**src/rtl/key_debounce_top.sv**
```systemverilog
// Channel index mapping for the key pair; the top module lives in rtl/key_pair_debouncer.sv.
package key_debounce_top_pkg;
  localparam int unsigned KEY1_IDX = 0;
  localparam int unsigned KEY2_IDX = 1;
endpackage

```
**src/rtl/key_pkg.sv**
```systemverilog
// Shared definitions for the key debouncer: FSM state encoding and the default
// debounce length for a 50 MHz clock.
package key_pkg;

  typedef enum logic [1:0] {
    REL_STABLE = 2'b00,
    PRESS_WAIT = 2'b01,
    PRS_STABLE = 2'b10,
    REL_WAIT   = 2'b11
  } key_state_e;

  localparam int unsigned DEBOUNCE_CYCLES_DEF = 500000;  // 10 ms @ 50 MHz
  localparam int unsigned CNT_W_DEF           = 20;
  localparam int unsigned NUM_KEYS            = 2;

endpackage

```
**src/rtl/key_debounce_chan.sv**
```systemverilog
// One key channel: 2-FF synchronizer feeding a bounce-rejecting FSM with a
// saturating stability counter. Outputs are registered level and edge pulses.
module key_debounce_chan
  import key_pkg::*;
#(
  parameter int unsigned DEBOUNCE_CYCLES = DEBOUNCE_CYCLES_DEF,
  parameter int unsigned CNT_W           = CNT_W_DEF
) (
  input  logic clk_i,
  input  logic rst_i,
  input  logic raw_i,
  output logic db_o,
  output logic press_o,
  output logic release_o
);

  localparam logic [CNT_W-1:0] CNT_MAX = CNT_W'(DEBOUNCE_CYCLES - 1);

  logic             s1_q, s2_q;
  key_state_e       state_q;
  logic [CNT_W-1:0] cnt_q;
  logic             db_q, press_q, rls_q;

  always_ff @(posedge clk_i or posedge rst_i) begin
    if (rst_i) begin
      s1_q <= 1'b1;
      s2_q <= 1'b1;
    end else begin
      s1_q <= raw_i;
      s2_q <= s1_q;
    end
  end

  // Counter only advances in the WAIT states and is cleared on every state entry,
  // so it can never pass CNT_MAX.
  always_ff @(posedge clk_i or posedge rst_i) begin
    if (rst_i) begin
      state_q <= REL_STABLE;
      cnt_q   <= '0;
      db_q    <= 1'b1;
      press_q <= 1'b0;
      rls_q   <= 1'b0;
    end else begin
      press_q <= 1'b0;
      rls_q   <= 1'b0;
      case (state_q)
        REL_STABLE: if (!s2_q) begin
          state_q <= PRESS_WAIT;
          cnt_q   <= '0;
        end
        PRESS_WAIT: begin
          if (s2_q) begin
            state_q <= REL_STABLE;
            cnt_q   <= '0;
          end else if (cnt_q == CNT_MAX) begin
            state_q <= PRS_STABLE;
            cnt_q   <= '0;
            db_q    <= 1'b0;
            press_q <= 1'b1;
          end else begin
            cnt_q <= cnt_q + CNT_W'(1);
          end
        end
        PRS_STABLE: if (s2_q) begin
          state_q <= REL_WAIT;
          cnt_q   <= '0;
        end
        REL_WAIT: begin
          if (!s2_q) begin
            state_q <= PRS_STABLE;
            cnt_q   <= '0;
          end else if (cnt_q == CNT_MAX) begin
            state_q <= REL_STABLE;
            cnt_q   <= '0;
            db_q    <= 1'b1;
            rls_q   <= 1'b1;
          end else begin
            cnt_q <= cnt_q + CNT_W'(1);
          end
        end
        default: begin
          state_q <= REL_STABLE;
          cnt_q   <= '0;
          db_q    <= 1'b1;
        end
      endcase
    end
  end

  assign db_o      = db_q;
  assign press_o   = press_q;
  assign release_o = rls_q;

endmodule

```
**src/rtl/key_pair_debouncer.sv**
```systemverilog
// Debounces the active-low KEY1/KEY2 pair for the speed-counter FSM; each key is an
// independent channel, and the top only adds the both-released AND.
module key_pair_debouncer
  import key_pkg::*;
  import key_debounce_top_pkg::*;
#(
  parameter int unsigned DEBOUNCE_CYCLES = DEBOUNCE_CYCLES_DEF,
  parameter int unsigned CNT_W           = CNT_W_DEF
) (
  input  logic clock,
  input  logic areset,
  input  logic key1_raw,
  input  logic key2_raw,
  output logic key1_db,
  output logic key2_db,
  output logic key1_press,
  output logic key2_press,
  output logic key1_release,
  output logic key2_release,
  output logic both_released
);

  logic [NUM_KEYS-1:0] raw_w, db_w, press_w, rls_w;

  assign raw_w = {key2_raw, key1_raw};

  for (genvar k = 0; k < NUM_KEYS; k++) begin : g_chan
    key_debounce_chan #(
      .DEBOUNCE_CYCLES(DEBOUNCE_CYCLES),
      .CNT_W          (CNT_W)
    ) u_chan (
      .clk_i    (clock),
      .rst_i    (areset),
      .raw_i    (raw_w[k]),
      .db_o     (db_w[k]),
      .press_o  (press_w[k]),
      .release_o(rls_w[k])
    );
  end

  assign key1_db       = db_w[KEY1_IDX];
  assign key2_db       = db_w[KEY2_IDX];
  assign key1_press    = press_w[KEY1_IDX];
  assign key2_press    = press_w[KEY2_IDX];
  assign key1_release  = rls_w[KEY1_IDX];
  assign key2_release  = rls_w[KEY2_IDX];
  assign both_released = &db_w;

endmodule

```
**config.mk**
```make
export PLATFORM = sky130hd
export DESIGN_NAME = key_pair_debouncer
export DESIGN_NICKNAME = d
export VERILOG_FILES = /design/src/rtl/key_debounce_top.sv /design/src/rtl/key_pkg.sv /design/src/rtl/key_debounce_chan.sv /design/src/rtl/key_pair_debouncer.sv
export SDC_FILE = /design/constraint.sdc
export NUM_CORES = 1
export LEC_CHECK = 0
export CAP_MARGIN = 20
export CORE_MARGIN = 4
export CORE_UTILIZATION = 60
export CTS_CLUSTER_DIAMETER = 150
export CTS_CLUSTER_SIZE = 30
export DETAILED_ROUTE_END_ITERATION = 7
export HOLD_SLACK_MARGIN = 0.06
export PLACE_DENSITY = 0.79
export SLEW_MARGIN = 20
export SYNTH_ARGS = -nofsm -noshare
export SYNTH_HDL_FRONTEND = slang
export SYNTH_SLANG_ARGS = --single-unit
```
**constraint.sdc**
```tcl
create_clock -name clock -period 1.9 [get_ports clock]
set_input_delay 0.38 -clock clock [delete_from_list [all_inputs] [get_ports clock]]
set_output_delay 0.38 -clock clock [all_outputs]
set_load 0.01 [all_outputs]
```
==> impl_metrics.py, run 1 <==
metrics = {
    "run_status": {
        "status": "finished with violations",
        "violations": "negative setup slack",
    },
    "detailed_routing": {
        "drc": 0,
        "viasPerCell": 6.40,
        "drt_wl_total_mm": 7.53,
        "ant_nets": 0,
        "num_vias": 2744,
        "dr.pass1.iters": 5,
        "wire_per_inst_um": 17.5,
        "drt_first_iter_violations": 316,
    },
    "placed_design": {
        "place_congestion": 0.884,
        "preCtsSetupSlack_ps": -113,
        "dp.cells": 414,
        "dpl.hpwl_mm": 4.78,
        "port_buffers": 10,
    },
    "logic_synthesis": {
        "synth_area_leaders": "dfrtp_1, dfstp_2, nand3_1",
        "ys_seq_elements": 54,
        "yosysWarnings": 0,
        "yosysSeqAreaShare_pct": 47.7,
        "yosysTopAreaCellShare_pct": 42.1,
        "yosysTopAreaCell": "dfrtp_1",
        "syn-num-nets": 319,
        "syn-cell-area_um2": 2850,
        "async_reset_ff_share_pct": 100,
        "synthDistinctLibCells": 50,
        "ys.flop_type": "dfrtp_1",
        "synth_edf_count": 0,
        "avgSynthCellArea_um2": 9.11,
        "netlist_instances": 313,
    },
    "global_routing": {
        "overflow": 0,
        "grt_pass1_vias": 2516,
        "grt_pass1_wl_mm": 11.8,
        "grt_max_degree": 55,
        "grt_util_met3_pct": 4.68,
        "met1_usage_pct": 34.6,
        "antenna_found_initial": 0,
        "grt.met2_usage_pct": 38.5,
        "grt_usage_pct": 24.5,
        "grt_busiest_layer": "met2",
    },
    "timing": {
        "worst_slew_pin_slew_ps": 381,
        "rsz0062_at_grt": "true",
        "whs_ps": 360,
        "fin_crit_sh_pct": 101,
        "finalSetupViolCount": 1,
        "fmax_ghz": 0.523,
        "timing.final.ws_setup_ps": -12.1,
        "fin_crit_ps": 1910,
        "slew_headroom_pct": 74.4,
        "drv_slew": 0,
        "fin_skew_ps": 10.6,
        "hold_viol": 0,
    },
    "worst_setup_path": {
        "cp_slowest_stage_delay_ps": 420,
        "startpoint": "g_chan[1].u_chan.cnt_q[7]$_DFFE_PP0P_",
        "cp_data_required_time_ps": 2120,
        "r2r_start": "g_chan[1].u_chan.cnt_q[7]$_DFFE_PP0P_",
        "critical_path_class": "register to register",
        "cp-start-kind": "register",
        "slowest_stage": "dfrtp_1",
        "path_cells": "nor4b_2 > and3_2 > a21o_2 > buf_4 > a21oi_1 > a31oi_1",
        "critPathMaxFanout": 9,
        "crit_arrival_ps": 2130,
        "end_kind": "register",
    },
    "die": {
        "core_area_um2": 4470,
        "io_pins": 11,
        "dieWidth_um": 76.9,
        "rows": 24,
        "die_area_um2": 5920,
        "die_h_um": 76.9,
        "start_util_pct": 63.7,
    },
    "clock_tree": {
        "clock-sinks": 54,
        "root_buffer": "clkbuf_8",
        "clock_latency_ps": 310,
        "cts_tree": "built",
        "cts_inserted_buffers": 5,
        "clk_pin_slew_ps": 90,
        "hold_buffers": 0,
        "clockBufferDepth": 2,
        "htree_levels": 2,
    },
    "cells_and_area": {
        "nets": 383,
        "drive_gt1_share_pct": 25.2,
        "fin_util_pct": 79.7,
        "fin_cells": 429,
        "multi_input_area_um2": 1430,
        "layout_common_cells": "buf_4, dfrtp_1, nand2_1",
        "fill_cells": 287,
        "syn_to_final_growth_pct": 25.1,
        "final_common_cell": "buf_4",
        "antenna_cells": 0,
        "register_area_um2": 1360,
    },
    "min_path": {
        "min_from": "g_chan[0].u_chan.s1_q$_DFF_PP1_",
        "hp-class": "register to register",
    },
    "power": {
        "p_leak_nw": 1.54,
        "powerDensity_nw_per_um2": 977,
        "peakVddDrop_uv": 844,
    },
    "run": {
        "max_cap_violations": 0,
    },
}
[flip-flops by register name (all words and copies together), names as in the netlist, named ones only]
signal,count
g_chan.u_chan.cnt_q,40
g_chan.u_chan.db_o,2
g_chan.u_chan.press_o,2
g_chan.u_chan.release_o,2
g_chan.u_chan.s1_q,2
g_chan.u_chan.s2_q,2
g_chan.u_chan.state_q,2
[metrics by stage]
stage / cell area [um^2] / power [mW] / setup TNS [ps]
detailed placement: 3340 / 2.50 / -630
floorplan: 2850 / 2.08 / 0
CTS: 3460 / 3.29 / 0
global placement: 3340 / 2.46 / -3.36
finish: 3570 / 3.48 / -12.1
global route: 3570 / 3.66 / -200
[cells in the mapped netlist, types with 2 or more instances]
| library cell | instances |
|---|---|
| a21o_1 | 3 |
| o21ai_0 | 22 |
| nand3_1 | 29 |
| xnor2_1 | 4 |
| a22o_1 | 3 |
| a31oi_1 | 12 |
| or4_1 | 3 |
| nor3_1 | 7 |
| clkbuf_1 | 5 |
| nand2b_1 | 4 |
| and3_2 | 3 |
| or3_1 | 7 |
| nor2_1 | 16 |
| nand4_1 | 8 |
| dfrtp_1 | 48 |
| dfstp_2 | 6 |
| ha_1 | 2 |
| a21oi_1 | 27 |
| buf_2 | 5 |
| a21oi_2 | 2 |
| nor4b_1 | 2 |
| and3_1 | 6 |
| o211ai_1 | 3 |
| nor4_1 | 4 |
| xor2_1 | 3 |
| nand2_1 | 34 |
| and4_1 | 5 |
| nor3b_1 | 2 |
| mux2i_1 | 3 |
| inv_1 | 15 |
[worst paths after layout]
path                                                              end  cells past startpoint  slack, ps
max in group asynchronous             g_chan[0].u_chan.s1_q$_DFF_PP1_                      3       1170
worst max-delay path                                         register                      6        -10
worst min-delay path                  g_chan[0].u_chan.s2_q$_DFF_PP1_                      0        360
worst max register to register                               register                      6        -10
min in group asynchronous       g_chan[0].u_chan.cnt_q[8]$_DFFE_PP0P_                      3        430
worst min register to register        g_chan[0].u_chan.s2_q$_DFF_PP1_                      0        360
[layer usage]
| layer | up-vias | part of all wire (%) |
|---|---|---|
| met3 | 24 | 6.6 |
| li1 | 1283 | - |
| met2 | 131 | 48 |
| met4 | 0 | 2.4 |
| met1 | 1306 | 43 |
| met5 | - | 0 |
[power breakdown]
group          internal (mW)  switching, mW  total, mW
sequential              1.25          0.101       1.35
clock                  0.422          0.371      0.793
combinational          0.549          0.789       1.34
[worst max-delay path, delay by kind of cell, from the launching register on]
kind | cells | cell delay (ps)
AND/OR/NAND/NOR | 2 | 670
flip-flops | 1 | 420
buffers and inverters | 1 | 180
AO/OA/AOI/OAI | 3 | 550
[cell families after synthesis]
logic type | share of synthesized area [%]
AOI/OAI and AO/OA | 17.1
adders and majority gates | 0.878
and+or+nand+nor | 26.5
xor gates and xnor gates | 2.15
buffers and inverters | 4.70
DFF | 47.7
muxes | 1.05
[area by class of cell]
| type | count | area share [%] |
|---|---|---|
| tap | 52 | 1.82 |
| clock buffer | 6 | 2.32 |
| timing repair buffer | 68 | 15.3 |
| sequential | 54 | 38.1 |
| multi-input combinational | 233 | 40.0 |
| clock inverter | 1 | 0.842 |
| inverter | 15 | 1.58 |
[repair_timing]
item	in CTS	in global routing
setup buffers	0	6
pin swaps	0	3
setup endpoints to repair	12	27
gates cloned	0	2
gates resized for setup	3	10
No activity file was read; power rests on OpenSTA's default activity.
==> run 2: changes to the inputs <==
- CAP_MARGIN: 20 -> 25
- SKIP_CTS_REPAIR_TIMING: default -> 1
==> run 2 against run 1 <==
  * The flow now finishes without violations
  * Sequential power about the same
  * Utilization grew 0.22 points
  * Flip-flop and latch count unchanged
  * Largest power group unchanged
==> impl_metrics.py, run 2 (same netlist as run 1, synthesis figures left out) <==
metrics = {
    "run_status": {
        "status": "complete, no violations",
    },
    "power": {
        "clkPwrFrac_pct": 22.7,
        "switching_share_pct": 36.0,
        "power_frac_seq_pct": 38.9,
        "peakVddDrop_uv": 850,
        "p_int_mw": 2.22,
        "power_switching_mw": 1.25,
        "p_leak_nw": 1.56,
        "p_total_mw": 3.47,
        "p_comb_share_pct": 38.4,
        "powerDensity_nw_per_um2": 971,
    },
    "placed_design": {
        "preCtsSetupSlack_ps": -113,
        "dpl.hpwl_mm": 4.78,
        "place_congestion": 0.884,
        "port_buffers": 10,
    },
    "clock_tree": {
        "root_buffer": "clkbuf_8",
        "clk_pin_slew_ps": 90,
        "cts_tree": "built",
        "clockBufferDepth": 2,
        "cts_inserted_buffers": 5,
        "clock_latency_ps": 310,
        "clock-sinks": 54,
        "htree_levels": 2,
    },
    "timing": {
        "fin_crit_ps": 1890,
        "worst_slew_pin_slew_ps": 395,
        "fin_crit_sh_pct": 99.4,
        "hold_viol": 0,
        "timing.final.ws_setup_ps": 11.4,
        "drv_slew": 0,
        "finalSetupViolCount": 0,
        "fmax_ghz": 0.529,
        "fin_skew_ps": 9.77,
        "slew_headroom_pct": 73.4,
        "finalSetupTns_ps": 0,
    },
    "cells_and_area": {
        "fill_cells": 286,
        "top_register": "g_chan.u_chan.cnt_q",
        "register_area_um2": 1360,
        "drive_gt1_share_pct": 25.5,
        "fin_util_pct": 79.9,
        "syn_to_final_growth_pct": 25.5,
        "layout_common_cells": "buf_4, dfrtp_1, nand2_1",
        "largest_reg_flops": 40,
        "multi_input_area_um2": 1430,
        "antenna_cells": 0,
        "nets": 383,
        "final_common_cell": "buf_4",
    },
    "worst_setup_path": {
        "path_cells": "nor4b_2 > and3_2 > a21o_2 > buf_4 > a21oi_1 > a31oi_1",
        "end_kind": "register",
        "cp-start-kind": "register",
        "critical_path_class": "register to register",
        "r2r_cells": 6,
        "cp_data_required_time_ps": 2120,
        "cp_slowest_stage_delay_ps": 420,
        "r2r_slack_ps": 10,
        "worst-path-buf-inv": 1,
        "cpLargestDelayFamily": "simple AND/OR/NAND/NOR gates",
        "critPathMaxFanout": 9,
        "slowest_stage": "dfrtp_1",
        "r2r_start": "g_chan[1].u_chan.cnt_q[7]$_DFFE_PP0P_",
        "crit_arrival_ps": 2110,
    },
    "global_routing": {
        "grt_max_degree": 55,
        "grt_pass1_wl_mm": 11.7,
        "overflow": 0,
        "grt_usage_pct": 24.4,
        "grt_pass1_vias": 2506,
        "antenna_found_initial": 0,
    },
    "die": {
        "dieWidth_um": 76.9,
        "io_pins": 11,
        "core_area_um2": 4470,
        "rows": 24,
        "start_util_pct": 63.7,
        "die_h_um": 76.9,
        "die_area_um2": 5920,
    },
    "detailed_routing": {
        "drc": 0,
        "num_vias": 2709,
        "drt_first_iter_violations": 356,
        "dr.pass1.iters": 5,
        "viasPerCell": 6.31,
        "ant_nets": 0,
        "wire_per_inst_um": 17.3,
        "drt_wl_total_mm": 7.44,
    },
    "run": {
        "max_cap_violations": 0,
    },
    "min_path": {
        "hold_end": "g_chan[0].u_chan.s2_q$_DFF_PP1_",
        "holdPathStages": 0,
        "min_from": "g_chan[0].u_chan.s1_q$_DFF_PP1_",
        "hp-class": "register to register",
    },
}
run 2: cell count changes in the layout (fill, tap and decap cells not counted), sizes merged:
| cell | delta |
|---|---|
| dlygate4sd2 | -1 |
| dlymetal6s2s | +1 |
run 2: stage by stage:
stage	hold WS [ps]	instance area, um^2	cells
final	360	3580	429
after floorplan	345	2850	313
after CTS	363	3450	421
after global routing	367	3580	429
after detailed placement	350	3340	414
after global placement	348	3340	414
run 2: final cells by class:
cell class                      instances  area share, %
Multi-Input combinational cell        233           40.1
Sequential cell                        54           38.0
Timing Repair Buffer                   68           15.4
Clock buffer                            6           2.31
Tap cell                               52           1.82
Inverter                               15           1.57
Clock inverter                          1          0.840
run 2: how the worst max path moves through the flow:
| stage | slack [ps] | start | to | cells past startpoint |
|---|---|---|---|---|
| global route | -110 | g_chan[1].u_chan.cnt_q[7]$_DFFE_PP0P_ | register | 6 |
| floorplan | 120 | g_chan[1].u_chan.cnt_q[0]$_DFFE_PP0P_ | g_chan[1].u_chan.cnt_q[15]$_DFFE_PP0P_ | 7 |
| detailed placement | -110 | g_chan[0].u_chan.cnt_q[0]$_DFFE_PP0P_ | g_chan[0].u_chan.cnt_q[3]$_DFFE_PP0P_ | 8 |
| finish | 10 | g_chan[1].u_chan.cnt_q[7]$_DFFE_PP0P_ | register | 6 |
| global placement | -3 | g_chan[0].u_chan.cnt_q[0]$_DFFE_PP0P_ | g_chan[0].u_chan.cnt_q[9]$_DFFE_PP0P_ | 8 |
| CTS | -100 | g_chan[0].u_chan.cnt_q[0]$_DFFE_PP0P_ | g_chan[0].u_chan.cnt_q[3]$_DFFE_PP0P_ | 8 |
run 2: per-layer routing:
layer / wire length [um] / part of all wire (%) / vias to the layer above / global-route usage, %
met5: 0 / 0 / - / 0
met4: 135 / 1.8 / 0 / 6.70
met3: 458 / 6.2 / 15 / 4.92
met2: 3580 / 48 / 103 / 37.8
met1: 3270 / 44 / 1313 / 34.6
li1: - / - / 1278 / -
run 2: power by group through the flow:
stage          sequential [mW]  combinational, mW  clock (mW)
2_1_floorplan             1.35              0.737           0
3_3_place_gp              1.36               1.10           0
3_5_place_dp              1.37               1.13           0
4_1_cts                   1.35               1.14       0.792
5_1_grt                   1.37               1.43       0.854
6_report                  1.35               1.33       0.787
